--- config.mk ---
export PLATFORM = sky130hd
export DESIGN_NAME = cpu_stage_sequencer
export DESIGN_NICKNAME = d
export VERILOG_FILES = /design/src/rtl/cpu_seq_pkg.sv /design/src/rtl/seq_lat_counter.sv /design/src/rtl/cpu_stage_sequencer.sv
export SDC_FILE = /design/constraint.sdc
export NUM_CORES = 1
export LEC_CHECK = 0
export ABC_CLOCK_PERIOD_IN_PS = 1950
export BUFFER_PORTS_ARGS = -buffer_cell sky130_fd_sc_hd__buf_4
export CAP_MARGIN = 20
export CORE_ASPECT_RATIO = 1.4
export CORE_UTILIZATION = 34
export DETAILED_ROUTE_END_ITERATION = 10
export GPL_TIMING_DRIVEN = 0
export SETUP_SLACK_MARGIN = 0.2
export SKIP_CTS_REPAIR_TIMING = 1
export SLEW_MARGIN = 20
export SYNTH_ARGS = -nofsm -noshare
export SYNTH_HDL_FRONTEND = slang
export SYNTH_SLANG_ARGS = --single-unit
--- constraint.sdc ---
create_clock -name clk -period 1.95 [get_ports clk]
set_clock_uncertainty 0.05 [all_clocks]
set_input_delay 0.0975 -clock clk [delete_from_list [all_inputs] [get_ports clk]]
set_output_delay 0.0975 -clock clk [all_outputs]
set_load 0.05 [all_outputs]
--- src/rtl/cpu_seq_pkg.sv ---
// Shared types and constants for the CPU stage sequencer: mode/stage encodings
// and the UART start byte that arms instruction loading.
package cpu_seq_pkg;

    typedef enum logic [1:0] {
        MODE_STALL = 2'd0,
        MODE_LOAD  = 2'd1,
        MODE_EXEC  = 2'd2
    } mode_t;

    typedef enum logic [2:0] {
        ST_FETCH     = 3'd0,
        ST_DECODE    = 3'd1,
        ST_EXECUTE   = 3'd2,
        ST_MEMORY    = 3'd3,
        ST_WRITEREG  = 3'd4,
        ST_HALT      = 3'd5,
        ST_STEP_WAIT = 3'd6
    } stage_t;

    localparam logic [7:0] START_BYTE = 8'hAA;

    // WRITEREG is two cycles: commit on cycle 0, clear on cycle 1
    localparam logic [3:0] WB_LAST = 4'd1;

endpackage

--- src/rtl/seq_lat_counter.sv ---
// Shared 4-bit stage latency counter: synchronous clear, counts up to a
// per-stage limit and saturates there, flags when the limit is reached.
module seq_lat_counter (
    input  logic       clk,
    input  logic       rstn,
    input  logic       clr_i,
    input  logic       inc_i,
    input  logic [3:0] limit_i,
    output logic [3:0] cnt_o,
    output logic       at_limit_o
);

    logic [3:0] cnt_q;
    logic [3:0] cnt_d;

    always_comb begin
        cnt_d = cnt_q;
        if (clr_i) begin
            cnt_d = 4'd0;
        end else if (inc_i && (cnt_q != limit_i)) begin
            cnt_d = cnt_q + 4'd1;
        end
    end

    always_ff @(posedge clk) begin
        if (!rstn) begin
            cnt_q <= 4'd0;
        end else begin
            cnt_q <= cnt_d;
        end
    end

    assign cnt_o      = cnt_q;
    assign at_limit_o = (cnt_q == limit_i);

endmodule

--- src/rtl/cpu_stage_sequencer.sv ---
// Mode machine (STALL/LOAD/EXEC) and registered stage-pulse sequencer for the
// multi-cycle core. Optional single-step pause after each instruction: SEQ_SINGLE_STEP_EN.
module cpu_stage_sequencer
    import cpu_seq_pkg::*;
#(
    parameter int unsigned FETCH_LAT  = 0,
    parameter int unsigned DECODE_LAT = 0,
    parameter int unsigned EXEC_LAT   = 5,
    parameter int unsigned MEM_LAT    = 1
) (
    input  logic       clk,
    input  logic       rstn,
    input  logic       rx_ready,
    input  logic [7:0] rx_data,
    input  logic       load_done,
    input  logic       ex_valid,
    input  logic       stop_req,
    input  logic       step,
    output logic [1:0] mode,
    output logic [2:0] stage,
    output logic       fd_en,
    output logic       de_en,
    output logic       em_en,
    output logic       mw_en,
    output logic       pc_en,
    output logic       wb_commit,
    output logic       wb_clear,
    output logic       halted
);

    localparam logic [3:0] FETCH_L  = 4'(FETCH_LAT);
    localparam logic [3:0] DECODE_L = 4'(DECODE_LAT);
    localparam logic [3:0] EXEC_L   = 4'(EXEC_LAT);
    localparam logic [3:0] MEM_L    = 4'(MEM_LAT);

    mode_t  mode_q, mode_d;
    stage_t stage_q, stage_d;
    logic   fd_en_q, fd_en_d, de_en_q, de_en_d, em_en_q, em_en_d;
    logic   mw_en_q, mw_en_d, wb_commit_q, wb_commit_d, wb_clear_q, wb_clear_d;
    logic   halted_q, halted_d;

    logic       cnt_clr, cnt_inc, at_limit;
    logic [3:0] cnt_limit;
    logic [3:0] lat_cnt_unused;

    seq_lat_counter u_lat_counter (
        .clk        (clk),
        .rstn       (rstn),
        .clr_i      (cnt_clr),
        .inc_i      (cnt_inc),
        .limit_i    (cnt_limit),
        .cnt_o      (lat_cnt_unused),
        .at_limit_o (at_limit)
    );

`ifndef SEQ_SINGLE_STEP_EN
    logic step_unused;
    assign step_unused = step;
`endif

    always_comb begin
        mode_d      = mode_q;
        stage_d     = stage_q;
        cnt_clr     = 1'b1;
        cnt_inc     = 1'b0;
        cnt_limit   = 4'd0;
        fd_en_d     = 1'b0;
        de_en_d     = 1'b0;
        em_en_d     = 1'b0;
        mw_en_d     = 1'b0;
        wb_commit_d = 1'b0;
        wb_clear_d  = 1'b0;

        case (mode_q)
            MODE_STALL: if (rx_ready && (rx_data == START_BYTE)) mode_d = MODE_LOAD;
            MODE_LOAD:  if (load_done) mode_d = MODE_EXEC;
            default:    mode_d = mode_q;
        endcase

        if (mode_q != MODE_EXEC) begin
            stage_d = ST_FETCH;
        end else begin
            case (stage_q)
                ST_FETCH: begin
                    cnt_limit = FETCH_L;
                    if (at_limit) begin
                        fd_en_d = 1'b1;
                        stage_d = ST_DECODE;
                    end else begin
                        cnt_clr = 1'b0;
                        cnt_inc = 1'b1;
                    end
                end
                ST_DECODE: begin
                    cnt_limit = DECODE_L;
                    if (at_limit) begin
                        de_en_d = 1'b1;
                        stage_d = ST_EXECUTE;
                    end else begin
                        cnt_clr = 1'b0;
                        cnt_inc = 1'b1;
                    end
                end
                ST_EXECUTE: begin
                    // Counter saturates at the limit, so waiting on ex_valid just holds it there
                    cnt_limit = EXEC_L;
                    if (at_limit && ex_valid) begin
                        em_en_d = 1'b1;
                        stage_d = ST_MEMORY;
                    end else begin
                        cnt_clr = 1'b0;
                        cnt_inc = 1'b1;
                    end
                end
                ST_MEMORY: begin
                    cnt_limit = MEM_L;
                    if (at_limit) begin
                        mw_en_d = 1'b1;
                        stage_d = ST_WRITEREG;
                    end else begin
                        cnt_clr = 1'b0;
                        cnt_inc = 1'b1;
                    end
                end
                ST_WRITEREG: begin
                    cnt_limit = WB_LAST;
                    if (!at_limit) begin
                        wb_commit_d = 1'b1;
                        cnt_clr     = 1'b0;
                        cnt_inc     = 1'b1;
                    end else begin
                        wb_clear_d = 1'b1;
`ifdef SEQ_SINGLE_STEP_EN
                        stage_d = stop_req ? ST_HALT : ST_STEP_WAIT;
`else
                        stage_d = stop_req ? ST_HALT : ST_FETCH;
`endif
                    end
                end
                ST_HALT: stage_d = ST_HALT;
`ifdef SEQ_SINGLE_STEP_EN
                ST_STEP_WAIT: if (step) stage_d = ST_FETCH;
`endif
                default: stage_d = ST_FETCH;
            endcase
        end

        halted_d = (stage_d == ST_HALT);
    end

    always_ff @(posedge clk) begin
        if (!rstn) begin
            mode_q      <= MODE_STALL;
            stage_q     <= ST_FETCH;
            fd_en_q     <= 1'b0;
            de_en_q     <= 1'b0;
            em_en_q     <= 1'b0;
            mw_en_q     <= 1'b0;
            wb_commit_q <= 1'b0;
            wb_clear_q  <= 1'b0;
            halted_q    <= 1'b0;
        end else begin
            mode_q      <= mode_d;
            stage_q     <= stage_d;
            fd_en_q     <= fd_en_d;
            de_en_q     <= de_en_d;
            em_en_q     <= em_en_d;
            mw_en_q     <= mw_en_d;
            wb_commit_q <= wb_commit_d;
            wb_clear_q  <= wb_clear_d;
            halted_q    <= halted_d;
        end
    end

    assign mode      = mode_q;
    assign stage     = stage_q;
    assign fd_en     = fd_en_q;
    assign de_en     = de_en_q;
    assign em_en     = em_en_q;
    assign mw_en     = mw_en_q;
    assign pc_en     = mw_en_q;
    assign wb_commit = wb_commit_q;
    assign wb_clear  = wb_clear_q;
    assign halted    = halted_q;

endmodule

---- Yosys cells after proc, flatten, opt, wreduce, memory -nomap -nowiden ----
Index checks and enable logic that the tools add are counted.
W data, S select, Z words.
storage, ports and cells
  flip-flop bits (word level) ............. 16
  input port bits ......................... 15
  output and inout bits ................... 13
operators by class
  $add $sub $neg .......................... 1
  eq/ne operators ......................... 13
  multiplexer cells ....................... 21
  bitwise gates (word level) .............. 6
  reductions and logical operators ........ 15
operators with widths
  operator               count
  $mux W3                8
  $pmux W3 S6            1
  $reduce_or A3 Y1       5
  $eq A3 B3 Y1 const B   3
  $eq A8 B8 Y1 const B   1
  $eq A3 B2 Y1 const B   2
  $mux W1                6
  $ne A2 B2 Y1 const B   3
  $not A1 Y1             6
  $pmux W3 S2            1
  $add A4 B1 Y4 const B  1
  $eq A4 B3 Y1           1
  $mux W2                2
  $ne A4 B3 Y1           1
  $pmux W1 S2            2
  $pmux W2 S2            1
  $reduce_or A2 Y1       2
  $reduce_or A4 Y1       1
  $eq A3 B1 Y1 const B   1
  $logic_and A1 B1 Y1    3
  $logic_not A3 Y1       1
  $reduce_and A3 Y1      1
  $eq A2 B1 Y1 const B   1
  $logic_not A2 Y1       1
  $reduce_bool A2 Y1     1

---- Logic depth before layout (Yosys ltp) ----
Gate-level depths: netlist of run 1.
  depth after elaboration ................. 10
  mapped depth ............................ 6
  gate-level depth less buffers ........... 5

---- Cells and area by module ----
Synthesis of run 1 repeated with hierarchy kept, for this count alone.
unflattened totals
  cell total of the unflattened synthesis .. 88
  area, all modules ....................... 815.8 sq um
by module, submodules not included
  module               times used  cells an instance  area each (sq um)  seq. area each (sq um)
  cpu_stage_sequencer  1           62                 566.8              240.2
  seq_lat_counter      1           26                 249.0              80.1

---- Worst setup path before layout of run 1 ----
No wires, ideal clock.
  path type ............................... reg2reg
  start point ............................. register mode_q[1], in the netlist mode[1]
  end point ............................... register stage_q[1], in the netlist stage[1]
  library setup time ...................... 0.121 ns
  arrival time ............................ 1.946 ns
  data required time ...................... 1.779 ns
  setup slack ............................. -0.167 ns
  cell stages (with the launch flop) ...... 6
  clock period less this slack ............ 2.117 ns
  cell sequence ........................... dfxtp_1 nor2b_4 nand4_2 a211oi_4 nand3_2 mux2_4
on the way
  cells in the longest elaborated chain, start to end .. 7
  elaborated cells between the ends (all ways) .. 11
  classes of those cells .................. eq/ne: 2; mux: 8; reduce/logical: 1
RTL lines
  item                    RTL line                    RTL
  from (decl)             cpu_stage_sequencer.sv:36   mode_t mode_q, mode_d;
  from (signal assigned)  cpu_stage_sequencer.sv:163  mode_q <= mode_d;
  $ne A2 B2 Y1 (*)        cpu_stage_sequencer.sv:80   if (mode_q != MODE_EXEC) begin
  $mux W3                 cpu_stage_sequencer.sv:80
  $eq A4 B3 Y1            seq_lat_counter.sv:34       assign at_limit_o = (cnt_q == limit_i);
  $logic_and A1 B1 Y1     cpu_stage_sequencer.sv:107  if (at_limit && ex_valid) begin
  $mux W3                 cpu_stage_sequencer.sv:107
  $pmux W3 S6             cpu_stage_sequencer.sv:83   case (stage_q)
  $mux W3 (*)             cpu_stage_sequencer.sv:80
  to (signal assigned)    cpu_stage_sequencer.sv:164  stage_q <= stage_d;
  to (decl)               cpu_stage_sequencer.sv:37   stage_t stage_q, stage_d;
Mark *: on every way between the ends. The rest lies on a longest branch, timed or not.
A chain may end at the register's enable or synchronous reset.

---- Final worst setup path of run 1 ----
Same ends and word-level chain as after synthesis.

==> results.md, run 1 <==
* Final HPWL DP at roughly 1.4 mm
* Num rows at 21
* GR Util met1 at 14.39%
* Finished Layout Cells at 156
* Core area at 2391 um^2
* Cell area after synthesis at 853.3 um^2
* Top delay family on crit path: simple AND/OR/NAND/NOR gates
* GPL Wtd Cong at 0.7194
* Fin crit share at between 80% and 90%
* Sw Pwr at 0.1160 mW
* Final hold violation count at 0
* Switching Fraction at between 20% and 30%
* Nets@finish at 139
* First-pass GRT wire length at 2.835 mm
* Max FO, Critical Path at 8
* Initial DRT Pass Iterations at 3
* CP max stage delay at 0.37 ns
* Vias in the first global route at 711
* Mapped Cells at 86
* Clock Latency Late Sink at 0.29 ns
* Startpoint type of the worst setup path: flip-flop
* Max-slew headroom at 74.07%
* Maximum clock path buffer count at 2
* Worst-path cell chain: nor2b_4, nand4_2, a211oi_4, buf_12, nand3_2, mux2_4
* Synth warn at 0
* Pwr dens at 465.5 nW/um^2
* Via count at between 700 and 800
* WL per Instance at around 12 um
* Final setup vio count at 0
* Kind of critical path: reg -> reg
* Cell area after layout at 1224 um^2
* Total wire length at 1.849 mm
* DR iter-0 viols at 16
* IO Count at 28
* Crit path arrival time at 1.83 ns
* Synth Net Count at 102
* Combinational fraction of design power at under 10%
* M3 GR Usage at approximately 2.6%
* Count of state elements after synthesis at 16
* Post-route DRC at 0
* Critical Path RT at 2.07 ns
* CTS tree: built
* # placed instances at 146
* Seq/Total Area, Yosys at between 30% and 40%
* Total negative setup slack at 0 ns
* Layout area overhead at 43.40%
* Synth top area share at between 30 and 40%
* Worst VDD drop at about 0.32 mV
* Num CTS Buffers at 3
* Clock power share at 38.9%
* P_leak at slightly above 0.5 nW
* H-tree levels at 1
* Overflow after GRT at 0
* Area of the die at roughly 2700 um^2
* Port Buf Inserts at 26
* Via density at 4.987
* Die Width at roughly 44 um
* # diodes at 0
* Min Clock Period, post-route at 1.708 ns
* Crit path buf inv count at 1
* Cell variety after synth at 43
* Fmax at approximately 0.6 GHz
* M2 GR Usage at 26.89%
* Most Used Layer, Global Route: met2
* Max cap viols at 0
* Initial Util at 35.69%
* Crit path max-delay cell type: dfxtp_4
* Antenna viol nets, final at 0
* Worst-margin pin slew at 0.3889 ns
* RSZ-0062 raised after global routing: no
* Largest net degree at the start of global routing at 11
* Count of pins over their slew limit at 0
* Layout cells sized above 1 at 49.18%
* GRT Resource Usage Total at about 14%
* Clock-pin slew on the worst setup and hold paths at roughly 0.10 ns
* Fin Hold WS at 0.001928 ns
* Root buffer cell: clkbuf_4
* # clock sinks at 16
* Status: finished clean
* Most area-consuming cells after synthesis: dfxtp_1 38%, nor4_2 4.4%, a31o_1 3.1%
* HP Class: in -> reg
* Die H at 61.28 um
* Syn Area/Cell at 9.922 um^2
* Pint at 0.4536 mW
* Initial antenna violation count at 0
* Nature of the critical path endpoint: flip-flop
* Cell taking the most area after synthesis: dfxtp_1
* Seq pwr share at 56.2%
* Placed Area at 1115 um^2
==> sequential cells by signal, indices dropped and copies added, names as in the netlist <==
register	cells
de_en	1
em_en	1
fd_en	1
halted	1
mode	2
mw_en	1
stage	3
u_lat_counter.cnt_o	4
wb_clear	1
wb_commit	1
==> power groups by stage <==
stage          clock network (mW)  registers (mW)  logic, mW
4_1_cts                     0.227           0.320     0.0286
5_1_grt                     0.242           0.320     0.0305
3_5_place_dp                    0           0.328     0.0285
3_3_place_gp                    0           0.328     0.0278
6_report                    0.221           0.320     0.0284
2_1_floorplan                   0           0.328    0.00541
==> stage by stage <==
step / util [%] / total power, mW / setup slack (ns)
floorplan: - / 0.3333 / 0.1654
global placement: 46.62 / 0.3553 / 0.1484
detailed placement: 46.62 / 0.3560 / 0.1210
CTS: 48.14 / 0.5750 / 0.1019
global route: 51.18 / 0.5920 / 0.1819
finish: 51.18 / 0.5696 / 0.2421
==> worst paths after layout <==
| kind | from | slack (ns) | end | cells after the start |
|---|---|---|---|---|
| worst max register to register | mode[1] | 0.24 | stage[1] | 6 |
| worst max-delay path | mode[1] | 0.24 | stage[1] | 6 |
| worst min register to register | mode[0] | 0.50 | mode[0] | 2 |
| worst min-delay path | rstn | 0.002 | mode[1] | 2 |
==> synthesized netlist by cell type (all sizes together) <==
master,instances
a31o,3
nor2,5
o211a,1
nand3b,1
or4b,1
nand3,5
a211oi,2
nor2b,4
o2bb2ai,1
nor4b,1
a41oi,1
nor3,5
nand2,5
inv,1
dfxtp,16
mux2i,1
nor3b,2
clkbuf,1
dlygate4sd1,1
and3b,1
and2,1
xor2,2
ha,1
mux2,1
nand4,2
a31oi,3
or2,1
buf,2
and4,2
nor4,3
nor4bb,1
o21ai,5
a21oi,2
nand2b,2
==> area by class of cell <==
| cell class | count | area [um^2] |
|---|---|---|
| fill | 213 | 1167 |
| buffer | 4 | 35.03 |
| clock buffer | 4 | 36.28 |
| inverter | 1 | 3.754 |
| sequential | 16 | 339.1 |
| tap | 34 | 42.54 |
| multi-input combinational | 65 | 514.2 |
| timing repair buffer | 32 | 252.7 |
==> logic make-up after synthesis <==
logic type	synth area share (%)
flip-flops	37.54
AND/OR/NAND/NOR	34.75
buffers and inverters	4.546
multiplexers	2.932
AO/OA/AOI/OAI	15.84
adder cells (fa/ha/maj)	1.466
XOR/XNOR	2.933
==> layout by cell type, fill, tap and decap left out, drive strengths merged, types with 2 or more instances in the layout <==
cell / Yosys / layout
a211oi: 2 / 2
nand2: 5 / 5
nand2b: 2 / 2
nand4: 2 / 2
buf: 2 / 34
nor2b: 4 / 4
xor2: 2 / 2
a31o: 3 / 3
nor4: 3 / 3
a21oi: 2 / 2
a31oi: 3 / 3
nor2: 5 / 5
and4: 2 / 2
nor3b: 2 / 2
o21ai: 5 / 5
dfxtp: 16 / 16
clkbuf: 1 / 5
nand3: 5 / 5
nor3: 5 / 5
==> routing by layer <==
layer | routed length [um] | share of wire [%]
met1 | 745 | 40
met3 | 72 | 3.9
met4 | 23 | 1.2
met2 | 1008 | 55
met5 | 0 | 0
Power figures use the tool's default switching activity.
==> run 2: changes to the inputs <==
--- a/config.mk
+++ b/config.mk
@@ -12,6 +12,8 @@
 export CORE_UTILIZATION = 34
 export DETAILED_ROUTE_END_ITERATION = 10
 export GPL_TIMING_DRIVEN = 0
+export PLACE_DENSITY = 0.66
+export RECOVER_POWER = 25
 export SETUP_SLACK_MARGIN = 0.2
 export SKIP_CTS_REPAIR_TIMING = 1
 export SLEW_MARGIN = 20
==> run 2 against run 1 <==
  * Sequential share of layout area grew 0.65 points
  * First-iteration DRC count decreased by 38%
  * Cell area shrank 3.4%
  * Fmax barely moved
  * Routed wire length shrank 3.0%
  * Global-route usage is 0.35 points lower
==> results.md, run 2 (same netlist as run 1, synthesis figures left out) <==
* Max cap viols at 0 (unchanged)
* First-pass GRT wire length at 2.856 mm (+0.74%)
* Final HPWL DP at 1.384 mm (-2.7%)
* Status: finished clean
* Via count at 775 (-0.39%)
* Sw Pwr at 0.1112 mW (-4.1%)
* Area of the die at 2717 um^2 (unchanged)
* # fillers at 226 (+6.1%)
* Fmax at 0.5860 GHz (about the same)
* Die H at 61.28 um (unchanged)
* Critical Path RT at 2.07 ns (about the same)
* Final hold violation count at 0 (unchanged)
* Pwr dens at 478.6 nW/um^2 (+2.8%)
* Worst setup margin at 0.2435 ns (+0.001340 ns)
* Total wire length at 1.793 mm (-3.0%)
* Antenna viol nets, final at 0 (unchanged)
* Post-route DRC at 0 (unchanged)
* Crit path arrival time at 1.83 ns (about the same)
* FF/Latch Area at 335.3 um^2 (-1.1%)
* HP Class: in -> reg
* Via density at 5.032 (+0.91%)
* RSZ-0062 raised after global routing: no
* Die Width at 44.34 um (unchanged)
* H-tree levels at 1 (unchanged)
* Clock-pin slew on the worst setup and hold paths at 0.10 ns (about the same)
* P_leak at 0.4702 nW (-7.1%)
* Cell area after layout at 1182 um^2 (-3.4%)
* Core area at 2391 um^2 (unchanged)
* GPL Wtd Cong at 0.7603 (+5.7%)
* Layout area overhead at 38.56%
* # clock sinks at 16 (unchanged)
* Nature of the critical path endpoint: flip-flop
* Max-slew headroom at 60.54% (-14 points)
* Worst VDD drop at 0.2729 mV (-15%)
* Initial antenna violation count at 0 (unchanged)
* Min Clock Period, post-route at 1.707 ns (-0.001340 ns)
* CTS tree: built
* Largest net degree at the start of global routing at 11 (unchanged)
* Maximum clock path buffer count at 2 (unchanged)
* Max FO, Critical Path at 9 (+1)
* Num rows at 21 (unchanged)
* Combinational fraction of design power at 5.0% (about the same)
* Pint at 0.4547 mW (+0.25%)
* Num CTS Buffers at 3 (unchanged)
* Vias in the first global route at 709 (-0.28%)
* Nets@finish at 137 (-1.4%)
* Most common cell after layout, fill and taps aside: buf_4
* Fin crit share at 87.52% (about the same)
* IO Count at 28 (unchanged)
* Switching Fraction at 19.65% (-0.71 points)
* Kind of critical path: reg -> reg
* Area occupied by multi-input gates at 514.2 um^2 (unchanged)
* Clock Latency Late Sink at 0.28 ns (about the same)
* # diodes at 0 (unchanged)
* GRT Resource Usage Total at 13.85% (-0.35 points)
* Seq pwr share at 56.8% (+0.6 points)
* Worst-margin pin slew at 0.5944 ns (+0.2055 ns)
* Most frequent cells in the layout: 24 x buf_4, 12 x dfxtp_1, 6 x clkbuf_1, 5 x nor3_1
* Final setup vio count at 0 (unchanged)
* Total negative setup slack at 0 ns (unchanged)
* Port Buf Inserts at 26 (unchanged)
* Startpoint type of the worst setup path: flip-flop
* Layout cells sized above 1 at 42.50% (-6.7 points)
* Fin Hold WS at 0.01809 ns (+0.01616 ns)
* Overflow after GRT at 0 (unchanged)
* Max FFs per register at 4 (unchanged)
* Dpl ws at 0.1313 ns (+0.01037 ns)
* WL per Instance at 11.64 um (-1.8%)
* DR iter-0 viols at 10 (-6)
* Root buffer cell: clkbuf_4
* Initial Util at 35.69% (unchanged)
* Initial DRT Pass Iterations at 3 (unchanged)
* Count of pins over their slew limit at 0 (unchanged)
* Placed Area at 1115 um^2 (unchanged)
* Clock power share at 38.2% (-0.7 points)
==> run 2: critical path, cell delays in order, from the launching register on <==
cell	delay, ns
dfxtp_4	0.38
nor2b_4	0.19
nand4_2	0.14
a211oi_4	0.30
buf_12	0.17
nand3_2	0.07
mux2_4	0.30
==> run 2: layout make-up <==
type / instances / share of cell area (%)
inverters: 1 / 0.3175
well taps: 34 / 3.598
clock buffers: 4 / 3.069
plain buffers: 4 / 2.963
multi-input cells: 65 / 43.49
flip-flops and latches: 16 / 28.36
repair buffers: 30 / 18.20
==> run 2: power by group through the flow <==
stage,sequential [mW],combinational [mW],clock [mW]
after floorplan,0.328,0.00541,0
after global placement,0.328,0.0277,0
final,0.321,0.0284,0.216
after global routing,0.321,0.0305,0.238
after CTS,0.320,0.0286,0.221
after detailed placement,0.328,0.0286,0
==> run 2: worst paths after layout <==
kind	start	endpoint	slack (ns)	depth (start not counted)
setup reg to reg	mode[1]	stage[1]	0.24	6
hold / removal	rstn	mode[0]	0.02	3
setup / recovery	mode[1]	stage[1]	0.24	6
hold reg to reg	mode[1]	mode[1]	0.51	2
==> run 2: stage by stage <==
step	instances	power (mW)	utilization, %
4_1_cts	150	0.5694	48.14
6_report	154	0.5659	49.45
5_1_grt	154	0.5897	49.45
3_5_place_dp	146	0.3561	46.62
2_1_floorplan	86	0.3333	-
3_3_place_gp	146	0.3552	46.62
==> run 2: per-layer routing <==
metal,GRT usage (%),share of wire (%),vias to the layer above
met4,3.896,1.0,0
met3,2.639,4.7,2
met2,27.52,54,26
met1,14.41,40,358
met5,0,0,-
li1,-,-,389
==> run 3: changes to the inputs <==
--- a/config.mk
+++ b/config.mk
@@ -5,10 +5,9 @@
 export SDC_FILE = /design/constraint.sdc
 export NUM_CORES = 1
 export LEC_CHECK = 0
-export ABC_CLOCK_PERIOD_IN_PS = 1950
 export BUFFER_PORTS_ARGS = -buffer_cell sky130_fd_sc_hd__buf_4
 export CAP_MARGIN = 20
-export CORE_ASPECT_RATIO = 1.4
+export CORE_MARGIN = 5
 export CORE_UTILIZATION = 34
 export DETAILED_ROUTE_END_ITERATION = 10
 export GPL_TIMING_DRIVEN = 0
==> run 3 against run 2 <==
  * Count of clock-buffer cells in the layout is the same
  * Die area grew 33%
  * Global-route usage shrank 2.4 points
  * Largest cell class unchanged
  * Critical path depth is the same
  * Routed wire length grew 12%
  * Core utilization shrank 1.2 points
  * Flip-flop and latch count is the same
  * Setup slack lost 0.031 ns
  * Via count grew 0.65%
  * Combinational power grew 2%
  * Highest routed layer unchanged
  * Cell count shrank 2.6%
  * Non-clock buffer count is the same
==> results.md, run 3 (same netlist as run 1, synthesis figures left out) <==
* Final setup vio count at 0 (unchanged)
* Max-slew headroom at 60.28% (-0.26 points)
* Total negative setup slack at 0 ns (unchanged)
* Total wire length at 2.004 mm (+12%)
* Clock Latency Late Sink at 0.28 ns (about the same)
* Max FFs per register at 4 (unchanged)
* Die H at 60.10 um (-1.9%)
* Status: finished clean
* CP max stage delay at 0.38 ns (about the same)
* Worst reg2reg path depth at 6 (unchanged)
* Port Buf Inserts at 26 (unchanged)
* CP Depth at 6 (unchanged)
* Fin crit share at 89.08% (+1.6 points)
* Initial antenna violation count at 0 (unchanged)
* Crit path arrival time at 1.86 ns (+0.03 ns)
* Vias in the first global route at 728 (+2.7%)
* Worst VDD drop at 0.1818 mV (-33%)
* Critical Path RT at 2.08 ns (about the same)
* # diodes at 0 (unchanged)
* Fmax at 0.5757 GHz (-1.8%)
* Worst-path cell chain: nor2b_4, nand4_2, a211oi_4, buf_12, nand3_2, mux2_4
* Via density at 5.200 (+3.3%)
* CTS tree: built
* DR iter-0 viols at 16 (+6)
* Final hold violation count at 0 (unchanged)
* Hold Crit Start: stop_req
* Via count at 780 (+0.65%)
* P_leak at 0.4589 nW (-2.4%)
* Root buffer cell: clkbuf_4
* WL per Instance at 13.36 um (+15%)
* HP Class: in -> reg
* GPL Wtd Cong at 0.8076 (+6.2%)
* RR Endpoint: stage[1]
* Area of the die at 3611 um^2 (+33%)
* Core area at 2432 um^2 (+1.7%)
* FF-to-FF setup slack at 0.21 ns (-0.03 ns)
* Largest net degree at the start of global routing at 11 (unchanged)
* Cell depth of the worst hold path at 3 (unchanged)
* Antenna viol nets, final at 0 (unchanged)
* Nature of the critical path endpoint: flip-flop
* Post-route DRC at 0 (unchanged)
* Most frequent cells in the layout: 22 x buf_4, 11 x dfxtp_1, 8 x clkbuf_1, 5 x nor3_1, 5 x dfxtp_4
* Maximum clock path buffer count at 2 (unchanged)
* Layout area overhead at 37.54%
* Max FO, Critical Path at 9 (unchanged)
* Crit path max-delay cell type: dfxtp_4
* # clock sinks at 16 (unchanged)
* Num CTS Buffers at 3 (unchanged)
* Layout cells sized above 1 at 41.67% (-0.83 points)
* Overflow after GRT at 0 (unchanged)
* Nets@finish at 137 (unchanged)
* IO Count at 28 (unchanged)
* Min Clock Period, post-route at 1.737 ns (+0.03054 ns)
* Hold Path Sink: halted
* Startpoint type of the worst setup path: flip-flop
* Kind of critical path: reg -> reg
* Max cap viols at 0 (unchanged)
* Final HPWL DP at 1.475 mm (+6.6%)
* Num rows at 18 (-14%)
* GRT Resource Usage Total at 11.44% (-2.4 points)
* Most common cell after layout, fill and taps aside: buf_4
* Die Width at 60.10 um (+36%)
* Top delay family on crit path: simple AND/OR/NAND/NOR gates
* Critical R2R Launch: mode[1]
* H-tree levels at 1 (unchanged)
* Pwr dens at 446.5 nW/um^2 (-6.7%)
* PnR Total Power at 0.5240 mW (-7.4%)
* Clock-pin slew on the worst setup and hold paths at 0.10 ns (about the same)
* Initial DRT Pass Iterations at 4 (+1)
* RSZ-0062 raised after global routing: yes
* Count of pins over their slew limit at 0 (unchanged)
* First-pass GRT wire length at 3.132 mm (+9.7%)
* Worst-margin pin slew at 0.5983 ns (+0.003929 ns)
* Crit path buf inv count at 1 (unchanged)
* Initial Util at 35.08% (-0.61 points)
==> run 3: per-layer routing <==
metal	part of all wire (%)	GRT usage [%]
met5	0	0
met1	43	14.62
met4	1.0	3.797
met2	48	18.83
met3	7.8	2.592
==> run 3: report_power, final <==
part / total (mW) / leakage, nW / switching, mW / internal [mW]
registers: 0.320 / 0.133 / 0.000178 / 0.320
clock network: 0.175 / 0.0150 / 0.0961 / 0.0791
logic: 0.0290 / 0.311 / 0.00839 / 0.0206
total: 0.524 / 0.459 / 0.105 / 0.419
==> run 3: tightest hold or removal path, stage by stage <==
cell     delay (ns)
buf_4          0.09
a31oi_1        0.06
nor2_1         0.08
==> run 3: worst max-delay path by stage <==
stage	from	to
final	mode[1]	stage[1]
after global placement	stage[1]	stage[1]
after CTS	stage[1]	stage[1]
after global routing	rstn	u_lat_counter.cnt_o[2]
after detailed placement	stage[1]	stage[1]
after floorplan	stage[1]	stage[1]
==> run 3: per-stage QoR <==
step / hold WS [ns] / area, um^2 / setup WS (ns) / util (%) / instances
after floorplan: 0.1516 / 877.1 / 0.1654 / - / 86
after global placement: 0.3051 / 1110 / 0.1584 / 45.63 / 142
after detailed placement: 0.3067 / 1110 / 0.1104 / 45.63 / 142
after CTS: -0.001437 / 1136 / 0.08602 / 46.71 / 146
after global routing: 0.02899 / 1174 / 0.1296 / 48.25 / 150
final: 0.03027 / 1174 / 0.2129 / 48.25 / 150
==> run 3: final cells by class <==
cell class | count | area [um^2]
Clock buffer | 4 | 26.28
Tap cell | 30 | 37.54
Multi-Input combinational cell | 65 | 518.0
Fill cell | 237 | 1259
Timing Repair Buffer | 30 | 214.0
Buffer | 4 | 35.03
Inverter | 1 | 3.754
Sequential cell | 16 | 339.1
